$ cat src/rtl/seg7_pkg.sv
// Shared constants and helpers for the multiplexed seven-segment display path.
// Segment codes are active-low, bit order {g,f,e,d,c,b,a}.
package seg7_pkg;

  localparam int NDIG = 4;

  typedef logic [3:0] nibble_t;

  localparam logic [6:0] SEG_0    = 7'h40;
  localparam logic [6:0] SEG_1    = 7'h79;
  localparam logic [6:0] SEG_2    = 7'h24;
  localparam logic [6:0] SEG_3    = 7'h30;
  localparam logic [6:0] SEG_4    = 7'h19;
  localparam logic [6:0] SEG_5    = 7'h12;
  localparam logic [6:0] SEG_6    = 7'h02;
  localparam logic [6:0] SEG_7    = 7'h78;
  localparam logic [6:0] SEG_8    = 7'h00;
  localparam logic [6:0] SEG_9    = 7'h10;
  localparam logic [6:0] SEG_DASH = 7'h3F;
  localparam logic [6:0] SEG_OFF  = 7'h7F;

  // True when exactly one bit is set.
  function automatic logic is_onehot4(input logic [3:0] v);
    return (v != 4'b0000) && ((v & (v - 4'd1)) == 4'b0000);
  endfunction

  function automatic logic [1:0] onehot_to_idx(input logic [3:0] v);
    logic [1:0] idx;
    idx = 2'd0;
    for (int i = 0; i < NDIG; i++) begin
      if (v[i]) idx = 2'(i);
    end
    return idx;
  endfunction

endpackage

$ cat src/rtl/bcd_to_seg7.sv
// Combinational BCD nibble to active-low segment decoder.
// Non-decimal nibbles show a dash; blank overrides everything.
module bcd_to_seg7
  import seg7_pkg::*;
(
  input  logic [3:0] nibble,
  input  logic       blank,
  output logic [6:0] seg_n
);

  always_comb begin
    seg_n = SEG_OFF;
    if (!blank) begin
      case (nibble)
        4'd0:    seg_n = SEG_0;
        4'd1:    seg_n = SEG_1;
        4'd2:    seg_n = SEG_2;
        4'd3:    seg_n = SEG_3;
        4'd4:    seg_n = SEG_4;
        4'd5:    seg_n = SEG_5;
        4'd6:    seg_n = SEG_6;
        4'd7:    seg_n = SEG_7;
        4'd8:    seg_n = SEG_8;
        4'd9:    seg_n = SEG_9;
        default: seg_n = SEG_DASH;
      endcase
    end
  end

endmodule

$ cat src/rtl/seg7_scan_driver.sv
// Four-digit common-anode scan driver fed by a one-hot ring counter.
// New BCD values wait in a shadow register and go live only on entry to digit 0.
module seg7_scan_driver
  import seg7_pkg::*;
#(
  parameter bit LZB_EN = 1'b1,
  parameter int ERR_W  = 8
) (
  input  logic             Clock,
  input  logic             Reset,
  input  logic [3:0]       Count_in,
  input  logic             load,
  input  logic [15:0]      bcd_in,
  output logic             load_ack,
  output logic [3:0]       anode_n,
  output logic [6:0]       seg_n,
  output logic             onehot_err,
  output logic [ERR_W-1:0] err_count
);

  logic [15:0]      shadow_reg;
  logic [15:0]      active_reg;
  logic             pending_reg;
  logic [3:0]       prev_sel_reg;
  logic             load_ack_reg;
  logic [3:0]       anode_n_reg;
  logic [6:0]       seg_n_reg;
  logic             onehot_err_reg;
  logic [ERR_W-1:0] err_count_reg;

  logic             sel_legal;
  logic [1:0]       sel_idx;
  logic             commit;
  logic [15:0]      src;
  logic [NDIG-1:0]  nib_zero;
  logic [NDIG-1:0]  blank;
  logic [6:0]       digit_seg [NDIG];
  logic [6:0]       seg_next;

  assign sel_legal = is_onehot4(Count_in);
  assign sel_idx   = onehot_to_idx(Count_in);

  // Commit only on the edge into digit 0, so a held 0001 cannot re-commit.
  assign commit = sel_legal && (Count_in == 4'b0001) &&
                  (prev_sel_reg != 4'b0001) && pending_reg;

  // The committing frame already shows the new value on digit 0.
  assign src = commit ? shadow_reg : active_reg;

  for (genvar gi = 0; gi < NDIG; gi++) begin : g_digit
    assign nib_zero[gi] = (src[gi*4 +: 4] == 4'd0);

    if (gi == 0) begin : g_lsd
      assign blank[gi] = 1'b0;
    end else begin : g_upper
      assign blank[gi] = LZB_EN && (&nib_zero[NDIG-1:gi]);
    end

    bcd_to_seg7 u_dec (
      .nibble (src[gi*4 +: 4]),
      .blank  (blank[gi]),
      .seg_n  (digit_seg[gi])
    );
  end

  assign seg_next = digit_seg[sel_idx];

  always_ff @(posedge Clock) begin
    if (Reset) begin
      shadow_reg     <= 16'h0000;
      active_reg     <= 16'h0000;
      pending_reg    <= 1'b0;
      prev_sel_reg   <= 4'b0000;
      load_ack_reg   <= 1'b0;
      anode_n_reg    <= 4'b1111;
      seg_n_reg      <= SEG_OFF;
      onehot_err_reg <= 1'b0;
      err_count_reg  <= '0;
    end else begin
      prev_sel_reg <= Count_in;
      load_ack_reg <= load;

      if (commit) begin
        active_reg  <= shadow_reg;
        pending_reg <= 1'b0;
      end
      // A load on the commit edge refills the shadow and keeps it pending.
      if (load) begin
        shadow_reg  <= bcd_in;
        pending_reg <= 1'b1;
      end

      if (sel_legal) begin
        anode_n_reg    <= ~Count_in;
        seg_n_reg      <= seg_next;
        onehot_err_reg <= 1'b0;
      end else begin
        anode_n_reg    <= 4'b1111;
        seg_n_reg      <= SEG_OFF;
        onehot_err_reg <= 1'b1;
        if (err_count_reg != {ERR_W{1'b1}}) begin
          err_count_reg <= err_count_reg + {{(ERR_W-1){1'b0}}, 1'b1};
        end
      end
    end
  end

  assign load_ack   = load_ack_reg;
  assign anode_n    = anode_n_reg;
  assign seg_n      = seg_n_reg;
  assign onehot_err = onehot_err_reg;
  assign err_count  = err_count_reg;

endmodule

$ cat config.mk
export PLATFORM = sky130hd
export DESIGN_NAME = seg7_scan_driver
export DESIGN_NICKNAME = d
export VERILOG_FILES = /design/src/rtl/seg7_pkg.sv /design/src/rtl/bcd_to_seg7.sv /design/src/rtl/seg7_scan_driver.sv
export SDC_FILE = /design/constraint.sdc
export NUM_CORES = 1
export LEC_CHECK = 0
export CORE_MARGIN = 4
export CORE_UTILIZATION = 50
export DETAILED_ROUTE_END_ITERATION = 10
export PLACE_DENSITY = 0.72
export SETUP_SLACK_MARGIN = 0.3
export SYNTH_ARGS = -nofsm -noshare
export SYNTH_HDL_FRONTEND = slang
export SYNTH_SLANG_ARGS = --single-unit
$ cat constraint.sdc
create_clock -name Clock -period 3.3 [get_ports Clock]
set_input_delay 0.66 -clock Clock [delete_from_list [all_inputs] [get_ports Clock]]
set_output_delay 0.66 -clock Clock [all_outputs]
set_load 0.005 [all_outputs]
# After elaboration in Yosys (flattened, before gate mapping)
# Memory sizes are Yosys's and may differ from the RTL's.
# Index checks and enable logic that the tools add are counted.
# classes
n_addsub	2
reduce_logical	14
muxes	13
bitwise	4
eq_ne	3
magnitude_cmp	1
# op_table
operator	n
2-to-1 mux 7 bit	5
zero test 4 bit	4
2-to-1 mux 16 bit	1
binary-select mux 7 bit (select 2 bit)	1
adder 8 x 1 -> 8 bit (second input constant)	1
inequality test 8 bit (second input constant)	1
bitwise AND 4 bit	1
== test 4 x 1 -> 1 bit (second input constant)	1
logical AND 1 bit	4
2-to-1 mux 1 bit	4
2-to-1 mux 2 bit	2
inequality test 4 x 1 -> 1 bit (second input constant)	1
NOT 4 bit	1
AND reduction 2 bit	2
nonzero test 4 bit	1
subtractor 4 x 1 -> 4 bit (second input constant)	1
greater-or-equal comparator 3 bit (second input constant)	1
NOT 2 -> 3 bit	1
AND reduction 3 bit	1
nonzero test 2 bit	1
OR reduction 2 bit	1
NOT 1 bit	1
# word_totals
out_inout_bits	21
input_bits	23
n_memories	4
wordCells	50
romBits	448
reg_bits	58
# mem_list
name	depth	width	rd	rd_ports_with_merged_regs	write_ports	line_no	text
(name not given)	16	7	1	0	0	bcd_to_seg7.sv:14	case (nibble)
(name not given)	16	7	1	0	0	bcd_to_seg7.sv:14	
(name not given)	16	7	1	0	0	bcd_to_seg7.sv:14	
(name not given)	16	7	1	0	0	bcd_to_seg7.sv:14	

# Logic depth before layout (Yosys ltp)
# logic_depth
word_depth	14
ltp_mapped	14
mapped_depth_nobuf	11

# By module
# Synthesis repeated with hierarchy kept, for this count alone.
# hier_totals
cells_unflattened	382
area_unflattened_um2	3316.9
# modules_own_cells
module	area_each_um2	n_inst	seq_area_each_um2	cells_each
seg7_scan_driver	2414.8	1	1161.1	246
bcd_to_seg7 at g_digit[2].u_dec ...	232.7	2	0.0	35
bcd_to_seg7 at g_digit[1].u_dec	235.2	1	0.0	35
bcd_to_seg7 at g_digit[0].u_dec	201.4	1	0.0	31

# Worst setup path after synthesis
# Ideal clock, no wire load.
# synth_timing
kind	in2reg
startpoint	input Count_in[2]
endpoint	register seg_n_reg[5] (netlist: seg_n[5])
cell_stages	13
arrival_ns	3.421
n_path_buf	3
setup_time_ns	0.092
required_ns	3.208
path_slack_ns	-0.214
cell_sequence	buf_6 > nor4b_4 > nand3_2 > buf_2 > buf_2 > mux2i_1 > ha_1 > nor4bb_1 > o311ai_1 > o211ai_1 > nand4bb_1 > a31oi_1 > o32ai_1
# synth_via
elab_chain_cells	14
word_cells_on_any_way	30
cone_classes	1 x add/sub; 1 x eq/ne; 9 x mux; 3 x bitwise; 12 x reduce/logical; 4 x memory
# synth_rtl
element	line_no	text
from (decl)	seg7_scan_driver.sv:11	input logic [3:0] Count_in,
parallel branches: the longest is 14 deep, another holds memory read (16 x 7 bit)	--	
to (signal assigned)	seg7_scan_driver.sv:95	seg_n_reg <= seg_next;
to (decl)	seg7_scan_driver.sv:27	logic [6:0] seg_n_reg;
# Several ways; the timed one is not identified. The select of a mux whose other input is x is not followed.
# A chain may end at the register's enable or synchronous reset.

# Worst setup path after layout
# layout_timing
startpoint	input Count_in[2]
endpoint	register seg_n_reg[4] (netlist: seg_n[4])
# Same word-level chain as after synthesis.

==> results.md <==
* Initial drt markers at 245
* CTS tree: done
* Worst EP arrival at about 3.2 ns
* Number of global-route vias before repair at 3146
* Total CTS buffers at 9
* Post-Syn Area per Cell at approximately 9.0 sq um
* Clock Power Share at a little under 40%
* Mapped Area at 3470 sq um
* Fmax at 336 MHz
* Total global routing overflow at 0
* Post-synthesis sequential area ratio at roughly a third
* RSZ-0062 raised after global routing: yes
* Power Internal at about 1.2 mW
* # IOs at 44
* Period Utilization, post-route at between 90% and 100%
* H-tree levels at 3
* Post-Syn Instances at about 390
* Leakage at roughly 2.1 nW
* GP Congestion at approximately 0.99
* Clk slew on worst S/H paths at 0.07 ns
* Initial antenna violation count at 0
* Antenna viol nets, final at 0
* Worst setup EP type: flip-flop
* IO buf count at 43
* Post-route DRC at 0
* Clk root buf: clkbuf_8
* Cell variety after synth at 71
* Die X at about 91 microns
* Final Setup Violations at 0
* Nets@finish at roughly 520
* Sink Count at 58
* Crit-path max FO at 5
* Die area at between 8000 and 9000 sq um
* Share of flip-flops with an asynchronous set or reset at 0%
* Non-Filler Instances at 559
* Register-to-Register Setup Slack at around 0.36 ns
* Net Count, Synth at roughly 430
* Place WS at -0.236 ns
* Share of layout cells above drive strength 1 at 23.8%
* CP startpoint kind: input pin
* Core ar. at about 6800 sq um
* Power per cell area at 337 nW/um^2
* Switching Fraction at between 20% and 30%
* Util after Layout at a little over two thirds
* Diode count at 0
* Setup CP Type: in -> reg
* Placed cell count at 534
* Site row count at 30
* WL/cell at between 15 and 20 microns
* Comb power frac at around 14%
* Fillers at about 540
* Worst Path Required at between 3 and 4 ns
* Dpl cell area at approximately 4400 sq um
* Drt pass-1 iters at 5
* Hold buffers post-CTS at 0
* First-pass GRT wire length at 15.2 mm
* Pin count of the biggest net entering global routing at 49
* Register bit total from synthesis at 58
* Post-DP HPWL at ~6.9 mm
* Smallest hold slack at about 0.51 ns
* Final wirelength at roughly 9.5 mm
* Crit path time final at a little under 3 ns
* Layout Skew at ~0.0055 ns
* Fin area at about 4800 sq um
* Total GRT Usage at a little under a quarter
* Switch Pwr at between 400 and 500 uW
* Total vias in the final route at around 3300
* Pwr Total at about 1.6 mW
* Vert. Die Dim at 91.3 microns
* Least-Margin Pin Slew at just over 1 ns
* Hold Path Class: reg -> reg
* Max-slew headroom at the worst pin at ~32%
* Status: finished, final reports clean
* Worst skew pair latency at 0.33 ns
* Number of synthesized flops with an enable pin at 0
* VDD IR max at approximately 0.0003 V
* Post-Route Setup TNS at 0 ns
* Final-report hold violation count at 0
* Layout area overhead at 37.4%
* Fin. max-slew vios at 0
* Max Root-Sink Buffers at 2
* Vias per cell at just under 6
* Final Worst Setup Slack at 0.326 ns
* Max cap viols at 0
* Seq pwr share at 47.1%
* Initial core utilization at 51.3%
* YS warnings at 0
* Ys flop type: dfxtp_1
-- final timing paths --
kind                               from                          to  cells after the start
max reg2reg  prev_sel_reg[1]$_SDFF_PP0_         seg_n[5]$_SDFF_PP1_                     11
min reg2reg  shadow_reg[1]$_SDFFE_PP0P_  shadow_reg[1]$_SDFFE_PP0P_                      2
max                         Count_in[2]         seg_n[4]$_SDFF_PP1_                     12
min          shadow_reg[1]$_SDFFE_PP0P_  shadow_reg[1]$_SDFFE_PP0P_                      2
-- what timing repair did --
action,4_1_cts,5_1_grt
pin swaps,9,10
endpoints found under the setup margin,7,7
resized for setup,12,21
setup buffers,5,4
gates cloned,1,0
-- cell families (layout without fill, tap and decap cells) --
logic type / count (synthesis) / in the layout / share of synthesized area (%)
AO/OA/AOI/OAI: 72 / 72 / 15.6
flip-flops: 58 / 58 / 33.5
multiplexers: 41 / 41 / 12.2
AND/OR/NAND/NOR: 147 / 147 / 23.4
adder cells (fa/ha/maj): 24 / 24 / 8.66
XOR/XNOR: 8 / 8 / 2.02
buffers and inverters: 35 / 129 / 4.55
-- synth_stat cells, types with 6 or more instances --
library cell  instances  area, sq um
a21oi_1              10         50.1
inv_1                16         60.1
mux2i_1              35          350
ha_1                 24          300
nor2_1               56          210
xor2_1                6         52.6
nand2b_1              6         37.5
dfxtp_1              58         1160
a211oi_1             10         75.1
nand2_1              19         71.3
nand4_1               7         43.8
nor2b_1              11         68.8
o211ai_1              6         45.0
clkbuf_1              6         22.5
buf_2                 6         30.0
-- power groups by stage --
stage / clock network [mW] / registers [mW] / logic [mW]
final: 0.620 / 0.755 / 0.227
after global routing: 0.671 / 0.758 / 0.247
after CTS: 0.634 / 0.754 / 0.217
after detailed placement: 0 / 0.769 / 0.214
after global placement: 0 / 0.768 / 0.210
after floorplan: 0 / 0.763 / 0.124
-- area by class of cell --
class	instances	area (sq um)	area share, %
tap	80	100	2.10
sequential	58	1160	24.4
timing repair buffer	98	872	18.3
multi-input combinational	292	2380	50.0
clock buffer	10	128	2.68
clock inverter	5	56.3	1.18
inverter	16	60.1	1.26
-- cell usage in the layout (no fill, tap or decap), types with 4 or more instances in the layout --
cell type | Yosys | final
dfxtp_1 | 58 | 57
nor2_1 | 56 | 56
buf_4 | 1 | 52
clkdlybuf4s50_1 | 0 | 39
mux2i_1 | 35 | 30
ha_1 | 24 | 21
nand2_1 | 19 | 19
inv_1 | 16 | 16
nor2b_1 | 11 | 11
a211oi_1 | 10 | 9
a21oi_1 | 10 | 9
clkbuf_8 | 0 | 9
nand4_1 | 7 | 7
xor2_1 | 6 | 6
o211ai_1 | 6 | 6
nand2b_1 | 6 | 6
mux2i_4 | 0 | 4
nor3_1 | 4 | 4
and2_1 | 4 | 4
nand3_1 | 4 | 4
and3_1 | 4 | 4
nand3b_1 | 4 | 4
-- critical path: stages --
cell and delay (ns):
dlygate4sd2_1 0.26, nor4b_4 0.30, nand3_4 0.13, buf_12 0.18, mux2i_4 0.19, ha_4 0.18, and2_1 0.15, and4_1 0.22
nor4_4 0.32, nand4_1 0.17, and3b_2 0.24, a2bb2oi_2 0.15
-- layer usage --
metal	share of wire (%)	wire, microns	global-route usage, %	up-vias
met3	6.0	566	5.05	30
met4	2.5	237	9.80	0
li1	-	-	-	1578
met5	0	0	0	-
met2	47	4460	37.0	143
met1	44	4200	29.3	1566
Note: power is estimated with default switching activity, not from simulation.
